[config.mk]
export PLATFORM = sky130hd
export DESIGN_NAME = ysyx_exu_rs
export DESIGN_NICKNAME = d
export VERILOG_FILES = /design/src/rtl/ysyx_exu_rs.sv
export SDC_FILE = /design/constraint.sdc
export NUM_CORES = 1
export LEC_CHECK = 0
export ABC_AREA = 0
export BUFFER_PORTS_ARGS = -buffer_cell sky130_fd_sc_hd__buf_4
export CAP_MARGIN = 0
export CORE_MARGIN = 4
export CORE_UTILIZATION = 60
export DETAILED_ROUTE_END_ITERATION = 6
export HOLD_SLACK_MARGIN = 0.05
export PLACE_DENSITY = 0.82
export SYNTH_ARGS = -nofsm -noshare
export SYNTH_HDL_FRONTEND = slang
export SYNTH_SLANG_ARGS = --single-unit
[constraint.sdc]
create_clock -name clock -period 7.6 [get_ports clock]
set_input_delay 0.38 -clock clock [delete_from_list [all_inputs] [get_ports clock]]
set_output_delay 0.38 -clock clock [all_outputs]
set_load 0.1 [all_outputs]
[src/rtl/ysyx_exu_rs.sv]
// ysyx_exu_rs: reservation station sitting between IQU dispatch and the ALU.
// Holds micro-ops until both operands are known, snoops the CDB for pending
// tags, and hands the lowest-index ready entry to the ALU each cycle.
module ysyx_exu_rs #(
   parameter int XLEN     = 32,
   parameter int RS_SIZE  = 4,
   parameter int ROB_SIZE = 8,
   parameter int TAG_W    = $clog2(ROB_SIZE) + 1
) (
   input  logic             clock,
   input  logic             reset,
   input  logic             flush,
   input  logic             in_valid,
   output logic             in_ready,
   input  logic [4:0]       in_alu_op,
   input  logic [XLEN-1:0]  in_op1,
   input  logic [XLEN-1:0]  in_op2,
   input  logic [TAG_W-1:0] in_qj,
   input  logic [TAG_W-1:0] in_qk,
   input  logic [TAG_W-1:0] in_dest,
   input  logic [XLEN-1:0]  in_pc,
   input  logic             cdb_valid,
   input  logic [TAG_W-1:0] cdb_dest,
   input  logic [XLEN-1:0]  cdb_result,
   output logic             out_valid,
   input  logic             out_ready,
   output logic [4:0]       out_alu_op,
   output logic [XLEN-1:0]  out_op1,
   output logic [XLEN-1:0]  out_op2,
   output logic [TAG_W-1:0] out_dest,
   output logic [XLEN-1:0]  out_pc
);

   localparam int IDX_W = $clog2(RS_SIZE);

   logic [RS_SIZE-1:0] r_busy;
   logic [4:0]         r_alu_op [RS_SIZE];
   logic [XLEN-1:0]    r_vj     [RS_SIZE];
   logic [XLEN-1:0]    r_vk     [RS_SIZE];
   logic [XLEN-1:0]    r_pc     [RS_SIZE];
   logic [TAG_W-1:0]   r_qj     [RS_SIZE];
   logic [TAG_W-1:0]   r_qk     [RS_SIZE];
   logic [TAG_W-1:0]   r_dest   [RS_SIZE];

   logic [RS_SIZE-1:0] w_rdy;
   logic [IDX_W-1:0]   w_free_idx;
   logic [IDX_W-1:0]   w_sel_idx;
   logic               w_alloc;
   logic               w_issue;
   logic               w_cdb_hit;

   // Tag 0 means "already ready", so a broadcast on tag 0 must never match.
   assign w_cdb_hit = cdb_valid && (cdb_dest != '0);

   // in_ready looks only at registered busy bits, so it never depends on in_valid
   // and a slot freed by this cycle's issue is reusable only next cycle.
   assign in_ready  = ~&r_busy;
   assign out_valid = |w_rdy;
   assign w_alloc   = in_valid && in_ready;
   assign w_issue   = out_valid && out_ready;

   // Lowest-index free entry receives the next dispatch.
   always_comb begin
      w_free_idx = '0;
      for (int i = RS_SIZE - 1; i >= 0; i--)
         if (!r_busy[i]) w_free_idx = IDX_W'(i);
   end

   // Lowest-index ready entry is offered to the ALU; defaults to entry 0 when idle.
   always_comb begin
      w_sel_idx = '0;
      for (int i = RS_SIZE - 1; i >= 0; i--)
         if (w_rdy[i]) w_sel_idx = IDX_W'(i);
   end

   assign out_alu_op = r_alu_op[w_sel_idx];
   assign out_op1    = r_vj[w_sel_idx];
   assign out_op2    = r_vk[w_sel_idx];
   assign out_dest   = r_dest[w_sel_idx];
   assign out_pc     = r_pc[w_sel_idx];

   for (genvar g = 0; g < RS_SIZE; g++) begin : g_ent
      // Ready only from registered state: a wakeup this edge issues next cycle.
      assign w_rdy[g] = r_busy[g] && (r_qj[g] == '0) && (r_qk[g] == '0);

      // Entry update: flush/reset clears, otherwise allocate (with CDB bypass)
      // or retire on issue and capture any matching broadcast.
      always_ff @(posedge clock) begin
         if (reset || flush) begin
            r_busy[g] <= 1'b0;
         end else if (w_alloc && (w_free_idx == IDX_W'(g))) begin
            r_busy[g]   <= 1'b1;
            r_alu_op[g] <= in_alu_op;
            r_dest[g]   <= in_dest;
            r_pc[g]     <= in_pc;
            if (w_cdb_hit && (in_qj == cdb_dest)) begin
               r_vj[g] <= cdb_result;
               r_qj[g] <= '0;
            end else begin
               r_vj[g] <= in_op1;
               r_qj[g] <= in_qj;
            end
            if (w_cdb_hit && (in_qk == cdb_dest)) begin
               r_vk[g] <= cdb_result;
               r_qk[g] <= '0;
            end else begin
               r_vk[g] <= in_op2;
               r_qk[g] <= in_qk;
            end
         end else begin
            if (w_issue && (w_sel_idx == IDX_W'(g)))
               r_busy[g] <= 1'b0;
            if (r_busy[g] && w_cdb_hit && (r_qj[g] == cdb_dest)) begin
               r_vj[g] <= cdb_result;
               r_qj[g] <= '0;
            end
            if (r_busy[g] && w_cdb_hit && (r_qk[g] == cdb_dest)) begin
               r_vk[g] <= cdb_result;
               r_qk[g] <= '0;
            end
         end
      end
   end

endmodule

==> flow_summary.json <==
{
  "status": "complete, no violations",
  "fin_hold_ws_ns": 0.121,
  "fmax_mhz": 223,
  "yosys.area_share.adder_pct": 0,
  "yosys.area_share.simple_pct": 6.33,
  "syn_area_per_cell_um2": 15.3,
  "slew_headroom_pct": 16.3,
  "post-route-drc-count": 0,
  "nets": 1823,
  "seq_area_frac_synth_pct": 63.0,
  "synth_top_family_by_area": "multiplexers",
  "cts_root_buf": "clkbuf_16",
  "use_met2_pct": 48.7,
  "crit_path_start_kind": "flip-flop",
  "finalSetupViolCount": 0,
  "maxCapViolations": 0,
  "grt-busiest-layer": "met2",
  "track_usage_pct": 29.6,
  "grt_max_degree": 110,
  "grt_antenna_before_repair": 2,
  "met3_usage_pct": 6.50,
  "hpwl_mm": 33.2,
  "die_y_um": 198,
  "hold_path.class": "primary input to flip-flop",
  "synth.area.mux_share_pct": 14.1,
  "yosysWarnings": 0,
  "grt_pass1_vias": 14900,
  "fin_crit_sh_pct": 59.0,
  "die_area_mm2": 0.0392,
  "synth-edff-count": 452,
  "leakage_nw": 9.01,
  "vdd_drop_max_v": 0.000184,
  "htree_num_levels": 2,
  "cts_tree": "done",
  "synth_area_mm2": 0.0217,
  "core_mm2": 0.0356,
  "ant_nets": 0,
  "pwr_density_cell_mw_per_mm2": 210,
  "tightestPinTransition_ns": 1.26,
  "synth_top_flop_cell": "edfxtp_1",
  "cp.required_ns": 7.22,
  "postCtsSetupBuffers": 0,
  "synthXorXnorAreaFrac_pct": 1.62,
  "clk_latency_ns": 0.57,
  "die_w_um": 198,
  "drt-wirelength-per-cell_um": 27.9,
  "r2r-start": "r_busy[0]$_SDFFE_PN0P_",
  "drive_above_1_share_pct": 37.4,
  "synth_cells": 1421,
  "worstSetupEndpointType": "output port",
  "setup-tns-final_ns": 0,
  "ys_types": 46,
  "min_period_ns": 4.48,
  "synth_nets": 1576,
  "slew_violations": 0,
  "cp.arrival_ns": 4.10,
  "initial_core_util_pct": 61.0,
  "clock_sinks": 456,
  "cts_buffer_depth": 3,
  "num_antenna_cells": 0,
  "setup.worst_path.class": "flip-flop to output port",
  "pin_count": 262,
  "io_buffers": 261,
  "rsz0062_at_grt": "false",
  "cts_buffers": 46,
  "ys_ff_latch": 456,
  "first_pass_iters": 6,
  "async_reset_ff_share_pct": 0,
  "wl_mm": 60.5,
  "fin_ws_ns": 3.12,
  "vias_per_cell": 6.82,
  "met1_usage_pct": 39.9,
  "grt_first_pass_wirelength_mm": 89.3,
  "placementRows": 69,
  "syn2layout_area_growth_pct": 19.0,
  "clk_pin_slew_ns": 0.06,
  "place.gp.congestion": 0.805,
  "drt-initial-drc-count": 1604,
  "crit_end": "out_op1[1]",
  "pre_cts_slack_ns": 3.78,
  "skew_ns": 0.0136,
  "r2r-end": "r_vk[2][10]$_DFFE_PP_",
  "grt_overflow": 0,
  "startpoint": "r_qk[1][3]$_SDFFCE_PP0P_",
  "r2r_setup_slack_ns": 4.38,
  "hold_violations": 0,
  "min_from": "in_valid",
  "num_vias": 14800,
  "crit_path_max_fanout": 60,
  "reg2regPathDepth": 6,
  "synth_compound_area_share_pct": 11.9
}
==> sequential cells by signal, summed over array words and instances (netlist names) <==
signal / cells
r_pc: 128
r_vj: 128
r_vk: 128
r_alu_op: 20
r_dest: 16
r_qj: 16
r_qk: 16
r_busy: 4
==> cells in the mapped netlist, types with 2 or more instances <==
cell | count | area share, %
edfxtp_1 | 452 | 63
mux2_2 | 204 | 11
o21ai_0 | 111 | 2.6
and4_1 | 106 | 4.3
a311oi_1 | 105 | 4.2
o2bb2ai_1 | 105 | 4.2
clkbuf_1 | 87 | 1.5
mux2_4 | 46 | 3.2
nor2_1 | 32 | 0.55
xnor2_1 | 28 | 1.1
buf_2 | 19 | 0.44
buf_4 | 12 | 0.42
inv_1 | 12 | 0.21
xor2_1 | 12 | 0.48
nand4_1 | 11 | 0.32
and2_1 | 9 | 0.26
buf_6 | 8 | 0.42
buf_1 | 6 | 0.10
mux2_1 | 6 | 0.31
nand2_1 | 6 | 0.10
nor4_1 | 5 | 0.14
dfxtp_1 | 4 | 0.37
o21ai_2 | 4 | 0.16
and3_1 | 3 | 0.087
nand3_1 | 3 | 0.069
nor3_1 | 3 | 0.069
a21oi_4 | 2 | 0.15
a31oi_1 | 2 | 0.058
==> how the worst min path moves through the flow <==
| stage | cells after the start | to | slack (ns) |
|---|---|---|---|
| 2_1_floorplan | 2 | r_busy[3]$_SDFFE_PN0P_ | 0.46 |
| 3_3_place_gp | 2 | r_busy[3]$_SDFFE_PN0P_ | 0.52 |
| 3_5_place_dp | 2 | r_busy[3]$_SDFFE_PN0P_ | 0.54 |
| 4_1_cts | 2 | r_busy[0]$_SDFFE_PN0P_ | 0.10 |
| 5_1_grt | 2 | r_busy[0]$_SDFFE_PN0P_ | 0.12 |
| 6_report | 2 | r_busy[0]$_SDFFE_PN0P_ | 0.12 |
==> cell families (layout without fill, tap and decap cells) <==
group | after synthesis | in the layout
and+or+nand+nor | 187 | 187
DFF | 456 | 456
muxes | 256 | 256
xor gates and xnor gates | 40 | 40
AOI/OAI and AO/OA | 338 | 338
buffers and inverters | 144 | 429
==> layout by cell type, fill, tap and decap left out, types with 3 or more instances in the layout <==
| cell | count |
|---|---|
| edfxtp_1 | 452 |
| buf_4 | 290 |
| mux2_2 | 204 |
| and4_1 | 105 |
| a311oi_1 | 105 |
| o2bb2ai_1 | 105 |
| o21ai_0 | 105 |
| mux2_4 | 46 |
| clkbuf_16 | 46 |
| dlygate4sd3_1 | 41 |
| nor2_1 | 31 |
| xnor2_1 | 28 |
| xor2_1 | 12 |
| nand4_1 | 11 |
| clkinv_1 | 11 |
| o21ai_4 | 10 |
| inv_1 | 9 |
| clkinv_2 | 9 |
| clkbuf_1 | 9 |
| and2_1 | 8 |
| nand2_1 | 6 |
| mux2_1 | 6 |
| nor4_1 | 5 |
| clkinvlp_4 | 4 |
| dfxtp_1 | 4 |
| inv_2 | 3 |
| bufinv_16 | 3 |
==> where the power goes <==
group          leakage (nW)  internal, W  switching (W)
combinational          4.22     0.000180       0.000262
sequential             4.10      0.00279     0.00000803
clock                 0.695      0.00122       0.000961
==> layer usage <==
layer  vias to the layer above  part of all wire (%)
met5                         -                 0.066
met1                      7444                    39
met4                         4                   2.6
met3                       126                   9.6
met2                       865                    49
li1                       6340                     -
==> critical path, stage by stage (launching register included) <==
cell	delay, ns
edfxtp_1	0.40
nor4_1	0.42
and4_4	0.75
buf_4	0.71
o31ai_4	0.15
buf_4	0.36
o2bb2ai_1	0.30
buf_4	0.27
==> metrics by stage <==
stage                     cell area, µm²  utilization (%)  power (W)  instances
final                              25800             72.6    0.00543       2167
after global routing               25800             72.6    0.00557       2167
after CTS                          25800             72.6    0.00543       2167
after detailed placement           24000             67.4    0.00327       2040
after global placement             24000             67.4    0.00326       2040
after floorplan                    21700                -    0.00311       1421
==> what timing repair did <==
item	in CTS	in global routing
hold buffers	41	0
hold endpoints to repair	164	0
gates resized for setup	0	0
==> cell type report <==
type / count / area, µm²
flip-flops and latches: 456 / 13700
fillers: 2209 / 9760
multi-input cells: 821 / 7510
repair buffers: 331 / 2590
clock buffers: 55 / 1180
well taps: 461 / 577
clock inverters: 31 / 251
inverters: 12 / 45.0
Note: power is estimated with default switching activity, not from simulation.
